File: config.mk
export PLATFORM = sky130hd
export DESIGN_NAME = bus_grant_scheduler_flat
export DESIGN_NICKNAME = d
export VERILOG_FILES = /design/src/rtl/bus_grant_scheduler_pkg.sv /design/src/rtl/bus_grant_scheduler_if.sv /design/src/rtl/bus_grant_scheduler_rr_pick.sv /design/src/rtl/bus_grant_scheduler.sv /design/src/flat_wrapper.sv
export SDC_FILE = /design/constraint.sdc
export NUM_CORES = 1
export LEC_CHECK = 0
export CAP_MARGIN = 20
export CORE_MARGIN = 1
export CORE_UTILIZATION = 48
export CTS_CLUSTER_SIZE = 16
export DETAILED_ROUTE_END_ITERATION = 7
export PLACE_DENSITY = 0.9
export SYNTH_ARGS = -nofsm -noshare
export SYNTH_HDL_FRONTEND = slang
export SYNTH_HIERARCHICAL = 1
export SYNTH_SLANG_ARGS = --single-unit
File: constraint.sdc
create_clock -name clk -period 2.1 [get_ports clk]
set_input_delay 0.315 -clock clk [delete_from_list [all_inputs] [get_ports clk]]
set_output_delay 0.315 -clock clk [all_outputs]
set_load 0.1 [all_outputs]
File: src/rtl/bus_grant_scheduler_pkg.sv
`default_nettype none
// ============================================================================
// bus_sched_pkg : shared state encoding and helpers for bus_grant_scheduler
// Rev 1.0
// ============================================================================
package bus_sched_pkg;

  typedef enum logic [1:0] {
    IDLE = 2'd0,
    OWN  = 2'd1,
    TURN = 2'd2
  } sched_state_t;

  localparam int DEFAULT_TIMEOUT = 64;
  localparam int MAX_MASTERS     = 8;

  function automatic logic [2:0] onehot_to_idx(input logic [MAX_MASTERS-1:0] oh);
    logic [2:0] idx;
    idx = '0;
    for (int i = 0; i < MAX_MASTERS; i++) begin
      if (oh[i]) idx = 3'(i);
    end
    return idx;
  endfunction

endpackage
`default_nettype wire

File: src/rtl/bus_grant_scheduler_if.sv
`default_nettype none
// ============================================================================
// bus_grant_scheduler_if : request/grant/split signal bundle of the scheduler
// Rev 1.0
// ============================================================================
interface bus_grant_scheduler_if #(
  parameter int NUM_MASTERS = 2,
  parameter int NUM_SLAVES  = 3,
  parameter int SLV_ID_W    = 2
);
  logic [NUM_MASTERS-1:0] req;
  logic                   done;
  logic                   split;
  logic [SLV_ID_W-1:0]    split_slv;
  logic [NUM_SLAVES-1:0]  slv_ready;
  logic [NUM_MASTERS-1:0] grant;
  logic                   grant_valid;
  logic                   resume;
  logic [NUM_MASTERS-1:0] split_pending;
  logic [NUM_MASTERS-1:0] timeout_err;

  modport master (
    output req, done, split, split_slv, slv_ready,
    input  grant, grant_valid, resume, split_pending, timeout_err
  );

  modport slave (
    input  req, done, split, split_slv, slv_ready,
    output grant, grant_valid, resume, split_pending, timeout_err
  );
endinterface
`default_nettype wire

File: src/rtl/bus_grant_scheduler_rr_pick.sv
`default_nettype none
// ============================================================================
// rr_pick : combinational rotate-priority picker, lowest index at/after ptr wins
// Rev 1.0
// ============================================================================
module rr_pick #(
  parameter int N     = 2,
  parameter int PTR_W = 1
) (
  input  logic [N-1:0]     req,
  input  logic [PTR_W-1:0] ptr,
  output logic [N-1:0]     gnt
);

  logic [2*N-1:0] rot_in;
  logic [2*N-1:0] rot_out;
  logic [N-1:0]   first;

  // Rotate so ptr sits at bit 0, take the lowest set bit, rotate back.
  always_comb begin
    rot_in = {req, req} >> ptr;
    first  = '0;
    for (int i = N - 1; i >= 0; i--) begin
      if (rot_in[i]) begin
        first    = '0;
        first[i] = 1'b1;
      end
    end
    rot_out = {{N{1'b0}}, first} << ptr;
    gnt     = rot_out[N-1:0] | rot_out[2*N-1:N];
  end

endmodule
`default_nettype wire

File: src/rtl/bus_grant_scheduler.sv
`default_nettype none
// ============================================================================
// bus_grant_scheduler : round-robin bus ownership with split parking/resume;
// define ARB_TIMEOUT_EN to add forced release after TIMEOUT_CYCLES.  Rev 1.0
// ============================================================================
module bus_grant_scheduler
  import bus_sched_pkg::*;
#(
  parameter int NUM_MASTERS    = 2,
  parameter int NUM_SLAVES     = 3,
  parameter int SLV_ID_W       = 2,
  parameter int TIMEOUT_CYCLES = DEFAULT_TIMEOUT
) (
  input  logic                 clk,
  input  logic                 rstn,
  bus_grant_scheduler_if.slave bus
);

  localparam int PTR_W = (NUM_MASTERS > 1) ? $clog2(NUM_MASTERS) : 1;

  sched_state_t           state_q, state_d;
  logic [NUM_MASTERS-1:0] grant_q, grant_d;
  logic [NUM_MASTERS-1:0] pending_q, pending_d;
  logic                   resume_q, resume_d;
  logic [PTR_W-1:0]       ptr_q, ptr_d;
  logic [SLV_ID_W-1:0]    slot_q [NUM_MASTERS];
  logic [SLV_ID_W-1:0]    slot_d [NUM_MASTERS];

  logic [NUM_MASTERS-1:0] resumable, fresh, pick_res, pick_fresh;
  logic [2:0]             owner_idx;
  logic [PTR_W-1:0]       ptr_after_owner;
  logic [SLV_ID_W-1:0]    split_slv_sat;
  logic                   timeout_hit;

  // A parked master becomes eligible only when its recorded slave is ready.
  always_comb begin
    resumable = '0;
    for (int m = 0; m < NUM_MASTERS; m++) begin
      for (int s = 0; s < NUM_SLAVES; s++) begin
        if (pending_q[m] && (int'(slot_q[m]) == s)) resumable[m] = bus.slv_ready[s];
      end
    end
  end

  assign fresh           = bus.req & ~pending_q;
  assign owner_idx       = onehot_to_idx(8'(grant_q));
  assign ptr_after_owner = PTR_W'((int'(owner_idx) + 1) % NUM_MASTERS);
  assign split_slv_sat   = (int'(bus.split_slv) >= NUM_SLAVES) ? SLV_ID_W'(NUM_SLAVES - 1)
                                                               : bus.split_slv;

  rr_pick #(.N(NUM_MASTERS), .PTR_W(PTR_W)) u_pick_res (
    .req (resumable),
    .ptr (ptr_q),
    .gnt (pick_res)
  );

  rr_pick #(.N(NUM_MASTERS), .PTR_W(PTR_W)) u_pick_fresh (
    .req (fresh),
    .ptr (ptr_q),
    .gnt (pick_fresh)
  );

  always_ff @(posedge clk) begin : p_state_reg
    if (!rstn) begin
      state_q   <= IDLE;
      grant_q   <= '0;
      pending_q <= '0;
      resume_q  <= 1'b0;
      ptr_q     <= '0;
      for (int m = 0; m < NUM_MASTERS; m++) slot_q[m] <= '0;
    end else begin
      state_q   <= state_d;
      grant_q   <= grant_d;
      pending_q <= pending_d;
      resume_q  <= resume_d;
      ptr_q     <= ptr_d;
      for (int m = 0; m < NUM_MASTERS; m++) slot_q[m] <= slot_d[m];
    end
  end

  always_comb begin : p_next_state
    state_d = state_q;
    case (state_q)
      IDLE:    state_d = (|(resumable | fresh)) ? OWN : IDLE;
      OWN:     state_d = (bus.done || bus.split || timeout_hit) ? TURN : OWN;
      TURN:    state_d = IDLE;
      default: state_d = IDLE;
    endcase
  end

  always_comb begin : p_outputs
    grant_d   = grant_q;
    pending_d = pending_q;
    resume_d  = resume_q;
    ptr_d     = ptr_q;
    for (int m = 0; m < NUM_MASTERS; m++) slot_d[m] = slot_q[m];
    case (state_q)
      IDLE: begin
        if (|resumable) begin
          grant_d  = pick_res;
          resume_d = 1'b1;
        end else begin
          grant_d  = pick_fresh;
          resume_d = 1'b0;
        end
      end
      OWN: begin
        // done has precedence over split; a timeout releases like done.
        if (bus.done || timeout_hit) begin
          pending_d = pending_q & ~grant_q;
          grant_d   = '0;
          resume_d  = 1'b0;
          ptr_d     = ptr_after_owner;
        end else if (bus.split) begin
          pending_d = pending_q | grant_q;
          for (int m = 0; m < NUM_MASTERS; m++) begin
            if (grant_q[m]) slot_d[m] = split_slv_sat;
          end
          grant_d  = '0;
          resume_d = 1'b0;
          ptr_d    = ptr_after_owner;
        end
      end
      default: begin
        grant_d  = '0;
        resume_d = 1'b0;
      end
    endcase
  end

  always_comb begin
    bus.grant         = grant_q;
    bus.grant_valid   = |grant_q;
    bus.resume        = resume_q;
    bus.split_pending = pending_q;
  end

`ifdef ARB_TIMEOUT_EN
  localparam int CNT_W = $clog2(TIMEOUT_CYCLES + 1);

  logic [CNT_W-1:0]       own_cnt_q;
  logic [NUM_MASTERS-1:0] terr_q;

  always_ff @(posedge clk) begin
    if (!rstn) begin
      own_cnt_q <= '0;
      terr_q    <= '0;
    end else begin
      own_cnt_q <= (state_q == OWN) ? own_cnt_q + 1'b1 : '0;
      terr_q    <= timeout_hit ? grant_q : '0;
    end
  end

  assign timeout_hit     = (state_q == OWN) && (own_cnt_q == CNT_W'(TIMEOUT_CYCLES - 1))
                           && !bus.done && !bus.split;
  assign bus.timeout_err = terr_q;
`else
  logic [31:0] unused_timeout_cfg;
  assign unused_timeout_cfg = 32'(TIMEOUT_CYCLES);
  assign timeout_hit        = 1'b0;
  assign bus.timeout_err    = '0;
`endif

endmodule
`default_nettype wire

File: src/flat_wrapper.sv
// flat-port wrapper written by rule: the top's interface ports become plain ports
module bus_grant_scheduler_flat import bus_sched_pkg::*;
#(
  parameter int NUM_MASTERS    = 2,
  parameter int NUM_SLAVES     = 3,
  parameter int SLV_ID_W       = 2,
  parameter int TIMEOUT_CYCLES = DEFAULT_TIMEOUT
)
  (clk, rstn, bus_req, bus_done, bus_split, bus_split_slv, bus_slv_ready, bus_grant, bus_grant_valid, bus_resume, bus_split_pending, bus_timeout_err);
  bus_grant_scheduler_if #(.NUM_MASTERS(NUM_MASTERS), .NUM_SLAVES(NUM_SLAVES), .SLV_ID_W(SLV_ID_W)) bus_i ();
  input  logic clk;
  input  logic rstn;
  input wire logic [$bits(bus_i.req)-1:0] bus_req;
  input wire logic [$bits(bus_i.done)-1:0] bus_done;
  input wire logic [$bits(bus_i.split)-1:0] bus_split;
  input wire logic [$bits(bus_i.split_slv)-1:0] bus_split_slv;
  input wire logic [$bits(bus_i.slv_ready)-1:0] bus_slv_ready;
  output wire logic [$bits(bus_i.grant)-1:0] bus_grant;
  output wire logic [$bits(bus_i.grant_valid)-1:0] bus_grant_valid;
  output wire logic [$bits(bus_i.resume)-1:0] bus_resume;
  output wire logic [$bits(bus_i.split_pending)-1:0] bus_split_pending;
  output wire logic [$bits(bus_i.timeout_err)-1:0] bus_timeout_err;
  assign bus_i.req = bus_req;
  assign bus_i.done = bus_done;
  assign bus_i.split = bus_split;
  assign bus_i.split_slv = bus_split_slv;
  assign bus_i.slv_ready = bus_slv_ready;
  assign bus_grant = bus_i.grant;
  assign bus_grant_valid = bus_i.grant_valid;
  assign bus_resume = bus_i.resume;
  assign bus_split_pending = bus_i.split_pending;
  assign bus_timeout_err = bus_i.timeout_err;
  bus_grant_scheduler #(.NUM_MASTERS(NUM_MASTERS), .NUM_SLAVES(NUM_SLAVES), .SLV_ID_W(SLV_ID_W), .TIMEOUT_CYCLES(TIMEOUT_CYCLES)) u_core (.clk(clk), .rstn(rstn), .bus(bus_i));
endmodule
==> impl_metrics.ini, run 1 <==
[run_status]
outcome = completed

[detailed_routing]
vias = 643
dr.pass1.iters = 4
routed_wl_um = 1460
dr.first_iter.drc_count = 11
drc = 0
avgViaCountPerCell = 5.74
drtAntennaViolNets = 0
routedWlPerCell_um = 13.0

[timing]
final-max-slew-violation-count = 0
skew_ps = 3.60
layout_min_cycle_time_ps = 1560
worstMarginPinSlew_ps = 584
period_share_pct = 74.2
finalSetupViolations = 0
setup_tns_ps = 0
rsz0062_at_grt = no
slew_headroom_pct = 60.7
finalHoldViolCount = 0
timing.fmax_mhz = 642

[critical_path]
arrival_ps = 1240
worst-path-buf-inv = 1
critPathCaptureType = output pin
cp_max_fo = 9
path_cells = or2_2, buf_4
crit_slowest_cell = dfxtp_1
slowest_delay_ps = 410
worstSetupPathType = flop to output pin
worstPathRequired_ps = 1780
start_kind = flop
critical-path-top-delay-family = flip-flops

[clocking]
clk_latency_ps = 270
cts.repair.resized = 0
clk_pin_slew_ps = 70
cts_hold_buf = 0
cts_buffers = 3
htreeDepth = 1
cts_setup_buffers = 0
clock_path_buffers = 2
clockRootBuffer = clkbuf_4
cts_tree = built
numClockSinks = 12

[power]
p_per_area_mw_per_mm2 = 690
vdd_ir_drop_max_uv = 521
p_seq_share_pct = 44.0
p_int_mw = 0.386
clockPowerShare_pct = 32.1
power_mw = 0.570
netSwitchingFraction_pct = 32.4
total_leakage_power_nw = 0.317
pwr-share-comb_pct = 23.9
switchingPower_mw = 0.185

[global_route]
antenna_found_initial = 0
overflow = 0
use_met3_pct = 8.72
grt_util_all_layers_pct = 22.7
grt-busiest-layer = met2
gr-usage-met1_pct = 26.0
grt_max_degree = 10
met2_usage_pct = 34.2
grt_pass1_wl_um = 2210
grt_pass1_vias = 521

[synthesis]
synth_top_cells_by_count = dfxtp_1, nand2_1, nand3_1
synth_top_area_cell = dfxtp_1
seq_area_frac_synth_pct = 37.6
yosysWarningCount = 6
syn_inst = 79
synth.top_cell.area_share_pct = 37.6
synth_enable_flop_cells = 0
ys_ff_latch = 12
synth_ff_type = dfxtp_1
synth.area.top_cells = dfxtp_1, nand2_1, mux2i_1
synth.avg_cell_area_um2 = 8.09
yosysMostFrequentCell = dfxtp_1
netlist_area_um2 = 639
yosys.cell_types.count = 26
async_flop_share_pct = 0

[hold_path]
hold_class = flop to flop

[final_layout]
design_area_um2 = 827
area_growth_pct = 29.4
regArea_um2 = 240
fillers = 94
nets = 110
n_antenna_cell = 0
multiInputGateArea_um2 = 377
final_layout_size_suffix_gt1_share_pct = 17.3

[floorplan]
die_area_mm2 = 0.00148
initial_core_util_pct = 54.6
io_pins = 19
num_rows = 12
die_w_um = 38.5
core_mm2 = 0.00117
fp.dieH_um = 38.5

[place]
placed_cell_area_um2 = 791
numPortBuffers = 16
place_hpwl_um = 1040
gp_congestion = 0.786

[job]
drv_cap = 0
-- final timing paths --
| check | from | end | slack, ps | depth (start not counted) |
|---|---|---|---|---|
| hold / removal | u_core/bus.resume | u_core/bus.resume | 480 | 2 |
| hold reg to reg | u_core/bus.resume | u_core/bus.resume | 480 | 2 |
| setup reg to reg | u_core/slot_q[0][2] | u_core/bus.grant[1] | 710 | 5 |
| setup / recovery | u_core/bus.grant[1] | bus_grant_valid | 540 | 2 |
-- worst reg2reg max path: cells and delay by family (launching register included) --
family         cells  cell delay (ps)
multiplexers       2              460
flip-flops         1              380
AO/OA/AOI/OAI      3              450
-- cells by family after synthesis --
kind of cell,Yosys count,share of synthesized area (%)
muxes,4,6.26
DFF,12,37.6
AOI/OAI and AO/OA,21,22.5
other,1,0.587
buffers and inverters,5,4.11
and+or+nand+nor,36,29.0
-- placed cells by master (no fill, tap or decap), drive strengths merged --
| cell type | count |
|---|---|
| dfxtp | 12 |
| nand2 | 11 |
| clkdlybuf4s50 | 10 |
| buf | 6 |
| nand3 | 6 |
| o21ai | 6 |
| a21oi | 5 |
| mux2i | 4 |
| nor2 | 4 |
| clkbuf | 4 |
| and2 | 4 |
| a21boi | 4 |
| nor2b | 3 |
| inv | 3 |
| a311oi | 3 |
| nand3b | 2 |
| or2 | 2 |
| a31oi | 2 |
| conb | 2 |
| and2b | 1 |
| nor3 | 1 |
| a22oi | 1 |
| nand2b | 1 |
| or3 | 1 |
-- routing by layer --
layer | share of wire [%] | wire length [um] | up-vias
met5 | 0 | 0 | -
met4 | 2.9 | 42 | 0
met3 | 6.4 | 93 | 6
met2 | 47 | 683 | 36
met1 | 44 | 641 | 289
li1 | - | - | 312
-- final cells by class --
type / count / share of cell area [%]
Multi-Input combinational cell: 63 / 45.5
Clock buffer: 4 / 4.39
Inverter: 3 / 1.36
Sequential cell: 12 / 29.0
Timing Repair Buffer: 16 / 17.5
Tap cell: 14 / 2.12
-- power groups by stage --
stage	Sequential (mW)	Clock (mW)	Combinational [mW]
after detailed placement	0.255	0	0.135
after global placement	0.255	0	0.133
after global routing	0.252	0.201	0.144
final	0.251	0.183	0.136
after floorplan	0.278	0	0.0745
after CTS	0.250	0.189	0.136
-- metrics by stage --
stage	utilization [%]	hold slack [ps]	setup WS, ps	std cells
floorplan	-	434	167	80
global placement	67.5	460	372	108
detailed placement	67.5	465	287	108
CTS	70.6	482	542	112
global route	70.6	513	427	112
finish	70.6	476	541	112
Power figures use the tool's default switching activity.
==> inputs of run 2 (changes only) <==
--- a/config.mk
+++ b/config.mk
@@ -6,11 +6,12 @@
 export NUM_CORES = 1
 export LEC_CHECK = 0
 export CAP_MARGIN = 20
+export CORE_ASPECT_RATIO = 1.2
 export CORE_MARGIN = 1
-export CORE_UTILIZATION = 48
+export CORE_UTILIZATION = 40
 export CTS_CLUSTER_SIZE = 16
 export DETAILED_ROUTE_END_ITERATION = 7
-export PLACE_DENSITY = 0.9
+export PLACE_DENSITY = 0.81
 export SYNTH_ARGS = -nofsm -noshare
 export SYNTH_HDL_FRONTEND = slang
 export SYNTH_HIERARCHICAL = 1
==> constraint.sdc (replaced) <==
create_clock -name clk -period 1.3 [get_ports clk]
set_input_delay 0.195 -clock clk [delete_from_list [all_inputs] [get_ports clk]]
set_output_delay 0.195 -clock clk [all_outputs]
set_load 0.1 [all_outputs]
==> run 2 against run 1 <==
Core utilization shrank 3.4 points. Combinational power grew 100%. Clock-buffer cell count shrank 1. The run now ends with negative setup slack left. Total power grew 60%. Final area grew 19%. Sequential power grew 60%. Final cell count grew 11%. Die area grew 19%.
==> impl_metrics.ini, run 2 (synthesis gave the netlist of run 1 again) <==
[run_status]
outcome = finished, violations left
violations = negative setup slack

[timing]
finalSetupViolations = 1
finalHoldViolCount = 0
period_share_pct = 101
rsz0062_at_grt = yes
skew_ps = 6.95
timing.fmax_mhz = 758
worst_slack_ps = -18.8
final-max-slew-violation-count = 0
layout_min_cycle_time_ps = 1320

[floorplan]
die_area_mm2 = 0.00176
fp.dieH_um = 45.8
initial_core_util_pct = 43.7
core_mm2 = 0.00146
num_rows = 15
io_pins = 19
die_w_um = 38.5

[final_layout]
final_core_util_pct = 67.2
final_layout_size_suffix_gt1_share_pct = 29.0
nets = 119
area_growth_pct = 53.8
n_antenna_cell = 0
layout_commonest_cell = nand2_1
final_cell_mix = nand2_1, buf_4, clkdlybuf4s50_1

[global_route]
grt_pass1_wl_um = 2450
grt_pass1_vias = 612
grt_util_all_layers_pct = 19.8
antenna_found_initial = 0
overflow = 0
grt_max_degree = 10

[clocking]
cts_setup_buffers = 0
numClockSinks = 12
cts_hold_buf = 0
clk_pin_slew_ps = 80
clockRootBuffer = clkbuf_4
cts_tree = built
htreeDepth = 1
clk_latency_ps = 270
clock_path_buffers = 2
cts_buffers = 3

[detailed_routing]
routed_wl_um = 1520
avgViaCountPerCell = 5.25
vias = 651
dr.pass1.iters = 4
dr.first_iter.drc_count = 16
routedWlPerCell_um = 12.3
drc = 0
drtAntennaViolNets = 0

[power]
total_leakage_power_nw = 0.395
vdd_ir_drop_max_uv = 634
power_mw = 0.911
p_per_area_mw_per_mm2 = 926

[critical_path]
worstSetupPathType = flop to flop
reg2reg_depth = 5
cp_max_fo = 4
startpoint = u_core/slot_q[0][2]
worstPathRequired_ps = 1460
rr_startpoint = u_core/slot_q[0][2]
critPathCaptureType = flop
crit_end = u_core/bus.grant[0]
start_kind = flop
arrival_ps = 1480
rrSetupSlack_ps = -20
crit-reg2reg-capture = u_core/bus.grant[0]

[place]
numPortBuffers = 16
gp_congestion = 0.856
place_hpwl_um = 1210

[hold_path]
hold_class = flop to flop

[job]
drv_cap = 0
run 2: cell count changes in the layout (fill, tap and decap cells not counted), moves of 2 or more:
cell	change
buf_12	+6
dfxtp_1	-6
dfxtp_2	+4
buf_4	+3
clkdlybuf4s50_1	-2
dfxtp_4	+2
dlymetal6s2s_1	+2
run 2: how the worst min path moves through the flow:
stage / start / to / slack (ps) / depth (start not counted)
final: u_core/slot_q[0][3] / u_core/slot_q[0][3] / 490 / 2
after global routing: u_core/slot_q[0][3] / u_core/slot_q[0][3] / 530 / 2
after CTS: u_core/slot_q[0][3] / u_core/slot_q[0][3] / 500 / 2
after detailed placement: u_core/slot_q[0][3] / u_core/slot_q[0][3] / 490 / 2
after global placement: u_core/slot_q[0][3] / u_core/slot_q[0][3] / 480 / 2
after floorplan: bus_done / flop / 300 / 1
run 2: timing repair:
action	4_1_cts	5_1_grt
resized for setup	2	3
setup endpoints to repair	4	5
pin swaps	1	1
run 2: layer usage:
metal	share of wire [%]	routed length [um]	vias up	global-route usage [%]
li1	-	-	332	-
met1	44	666	302	21.6
met2	52	783	17	36.7
met3	4.6	70	0	4.41
met4	0	0	0	6.21
met5	0	0	-	0
run 2: stage by stage:
stage | TNS [ps] | setup WS [ps] | std cells | instance area, um^2 | hold slack [ps]
2_1_floorplan | -12.1 | -12.1 | 80 | 656 | 302
3_3_place_gp | -1210 | -252 | 120 | 950 | 484
3_5_place_dp | -1440 | -274 | 120 | 950 | 485
4_1_cts | -34.4 | -28.3 | 124 | 978 | 497
5_1_grt | -199 | -102 | 124 | 983 | 530
6_report | -18.8 | -18.8 | 124 | 983 | 494
run 2: layout make-up:
cell class | count | area [um^2]
inverter | 3 | 11.3
tap | 17 | 21.3
timing repair buffer | 25 | 293
sequential | 12 | 253
fill | 127 | 480
clock buffer | 3 | 22.5
multi-input combinational | 63 | 379
clock inverter | 1 | 3.75
run 2: power breakdown:
part / switching [mW] / internal [mW] / leakage, nW
Clock: 0.124 / 0.111 / 0.0154
Combinational: 0.158 / 0.115 / 0.278
Sequential: 0.0227 / 0.380 / 0.101
Total: 0.306 / 0.605 / 0.395
run 2: critical path, cell delays in order (launching register included):
cell and delay, ps:
dfxtp_2 350, mux2i_1 210, o21ai_2 80, a22oi_2 260
mux2i_1 230, o21ai_1 70
==> inputs of run 3 (changes only) <==
==> constraint.sdc (replaced) <==
create_clock -name clk -period 1.2 [get_ports clk]
set_input_delay 0.18 -clock clk [delete_from_list [all_inputs] [get_ports clk]]
set_output_delay 0.18 -clock clk [all_outputs]
set_load 0.1 [all_outputs]
==> run 3 against run 2 <==
The run still ends with negative setup slack left. Register-to-register slack got worse by 170 ps. Global-route usage rose by 3.1 points. Setup slack got worse by 170 ps. Critical endpoint unchanged. Clock-buffer cell count rose by 1. Via count rose by 4.6%. Clock power rose by 37%. Worst hold slack got worse by 4.5 ps. Clock skew fell by 4.9 ps. Sequential power rose by 5.2%. Core utilization rose by 4.0 points. Final cell count rose by 4.0%. Routed wire length rose by 13%.
==> impl_metrics.ini, run 3 (synthesis gave the netlist of run 1 again) <==
[run_status]
outcome = finished, violations left
violations = negative setup slack

[final_layout]
fillers = 125
final_layout_size_suffix_gt1_share_pct = 35.7
final_core_util_pct = 71.2
nets = 124
design_area_mm2 = 0.00104
final_cell_mix = buf_4, nand2_1, clkdlybuf4s50_1
multiInputGateArea_um2 = 390
area_growth_pct = 63.0
stdcell_count = 129
n_antenna_cell = 0
layout_commonest_cell = buf_4
regArea_um2 = 259

[place]
placed_cell_area_um2 = 965
place_hpwl_um = 1260
numPortBuffers = 16
dp.cells = 121
gp_congestion = 0.795

[timing]
finalSetupViolations = 5
finalHoldViolCount = 0
skew_ps = 2.09
timing.fmax_mhz = 722
layout_min_cycle_time_ps = 1380
worst_slack_ps = -185
rsz0062_at_grt = yes
final-max-slew-violation-count = 0
period_share_pct = 115

[detailed_routing]
top_layer = met4
vias = 681
drtAntennaViolNets = 0
m1WireLength_um = 711
dr.first_iter.drc_count = 7
avgViaCountPerCell = 5.28
dr_wl_met2_um = 895
dr.pass1.iters = 4
routed_wl_um = 1720
route.met3.wl_um = 66
drc = 0
routedWlPerCell_um = 13.4

[clocking]
cts_tree = built
numClockSinks = 12
cts_hold_buf = 0
cts_buffers = 3
clock_path_buffers = 2
htreeDepth = 1
clk_latency_ps = 280
clockRootBuffer = clkbuf_4
clk_pin_slew_ps = 70

[global_route]
grt_pass1_wl_um = 2680
antenna_found_initial = 0
grt_pass1_vias = 642
grt_max_degree = 9
overflow = 0
grt_util_all_layers_pct = 22.8

[floorplan]
num_rows = 15
core_mm2 = 0.00146
fp.dieH_um = 45.8
die_area_mm2 = 0.00176
initial_core_util_pct = 43.7
die_w_um = 38.5
io_pins = 19

[critical_path]
crit-reg2reg-capture = u_core/bus.grant[0]
start_kind = flop
crit_slowest_cell = dfxtp_2
arrival_ps = 1550
crit_end = u_core/bus.grant[0]
startpoint = u_core/slot_q[0][0]
worstPathRequired_ps = 1370
slowest_delay_ps = 360
rrSetupSlack_ps = -180
rr_startpoint = u_core/slot_q[0][0]
path_cells = mux2i_1, o21ai_2, a22oi_2, mux2i_1, o21ai_1
worstSetupPathType = flop to flop
cp_common_cell = mux2i_1
critPathCaptureType = flop
cp_max_fo = 4
reg2reg_depth = 5

[power]
vdd_ir_drop_max_uv = 791
p_per_area_mw_per_mm2 = 1030
total_leakage_power_nw = 0.414
power_mw = 1.08

[job]
drv_cap = 0

[hold_path]
hold_class = flop to flop
## run 3: timing repair
item,4_1_cts,5_1_grt
pin swaps,1,2
setup buffers,3,1
gates resized for setup,2,3
endpoints found under the setup margin,5,7
## run 3: worst max-delay path: cells and delay by family, from the launching register on
family          cells  cell delay (ps)
compound gates      3              450
flops               1              360
mux                 2              470
## run 3: worst min path at each step
stage	from	to	slack (ps)	cells past startpoint
2_1_floorplan	bus_done	flop	290	1
3_3_place_gp	u_core/slot_q[0][2]	u_core/slot_q[0][2]	460	2
3_5_place_dp	u_core/slot_q[0][2]	u_core/slot_q[0][2]	470	2
4_1_cts	u_core/slot_q[0][2]	u_core/slot_q[0][2]	480	2
5_1_grt	u_core/slot_q[0][0]	u_core/slot_q[0][0]	510	2
6_report	u_core/slot_q[0][0]	u_core/slot_q[0][0]	490	2
## run 3: power by group
group | internal [mW] | switching, mW
Clock | 0.185 | 0.138
Combinational | 0.138 | 0.193
Sequential | 0.409 | 0.0134
Total | 0.732 | 0.344
## run 3: cell type report
class	count	share of cell area (%)
tap	17	2.04
multi-input combinational	63	37.5
sequential	12	24.8
timing repair buffer	30	31.1
clock buffer	4	3.48
inverter	3	1.08
## run 3: metal layers
layer  track usage, %  vias to the layer above
met5                0                        -
met4             16.6                        0
met3             3.43                        4
met1             24.5                      314
met2             39.3                       18
li1                 -                      345
## run 3: through the flow
| step | setup TNS, ps | hold slack [ps] | worst slack [ps] |
|---|---|---|---|
| after floorplan | -4.80 | 286 | -4.80 |
| after global routing | -866 | 507 | -229 |
| after CTS | -498 | 483 | -166 |
| after detailed placement | -2390 | 470 | -375 |
| final | -633 | 490 | -185 |
| after global placement | -1970 | 462 | -313 |
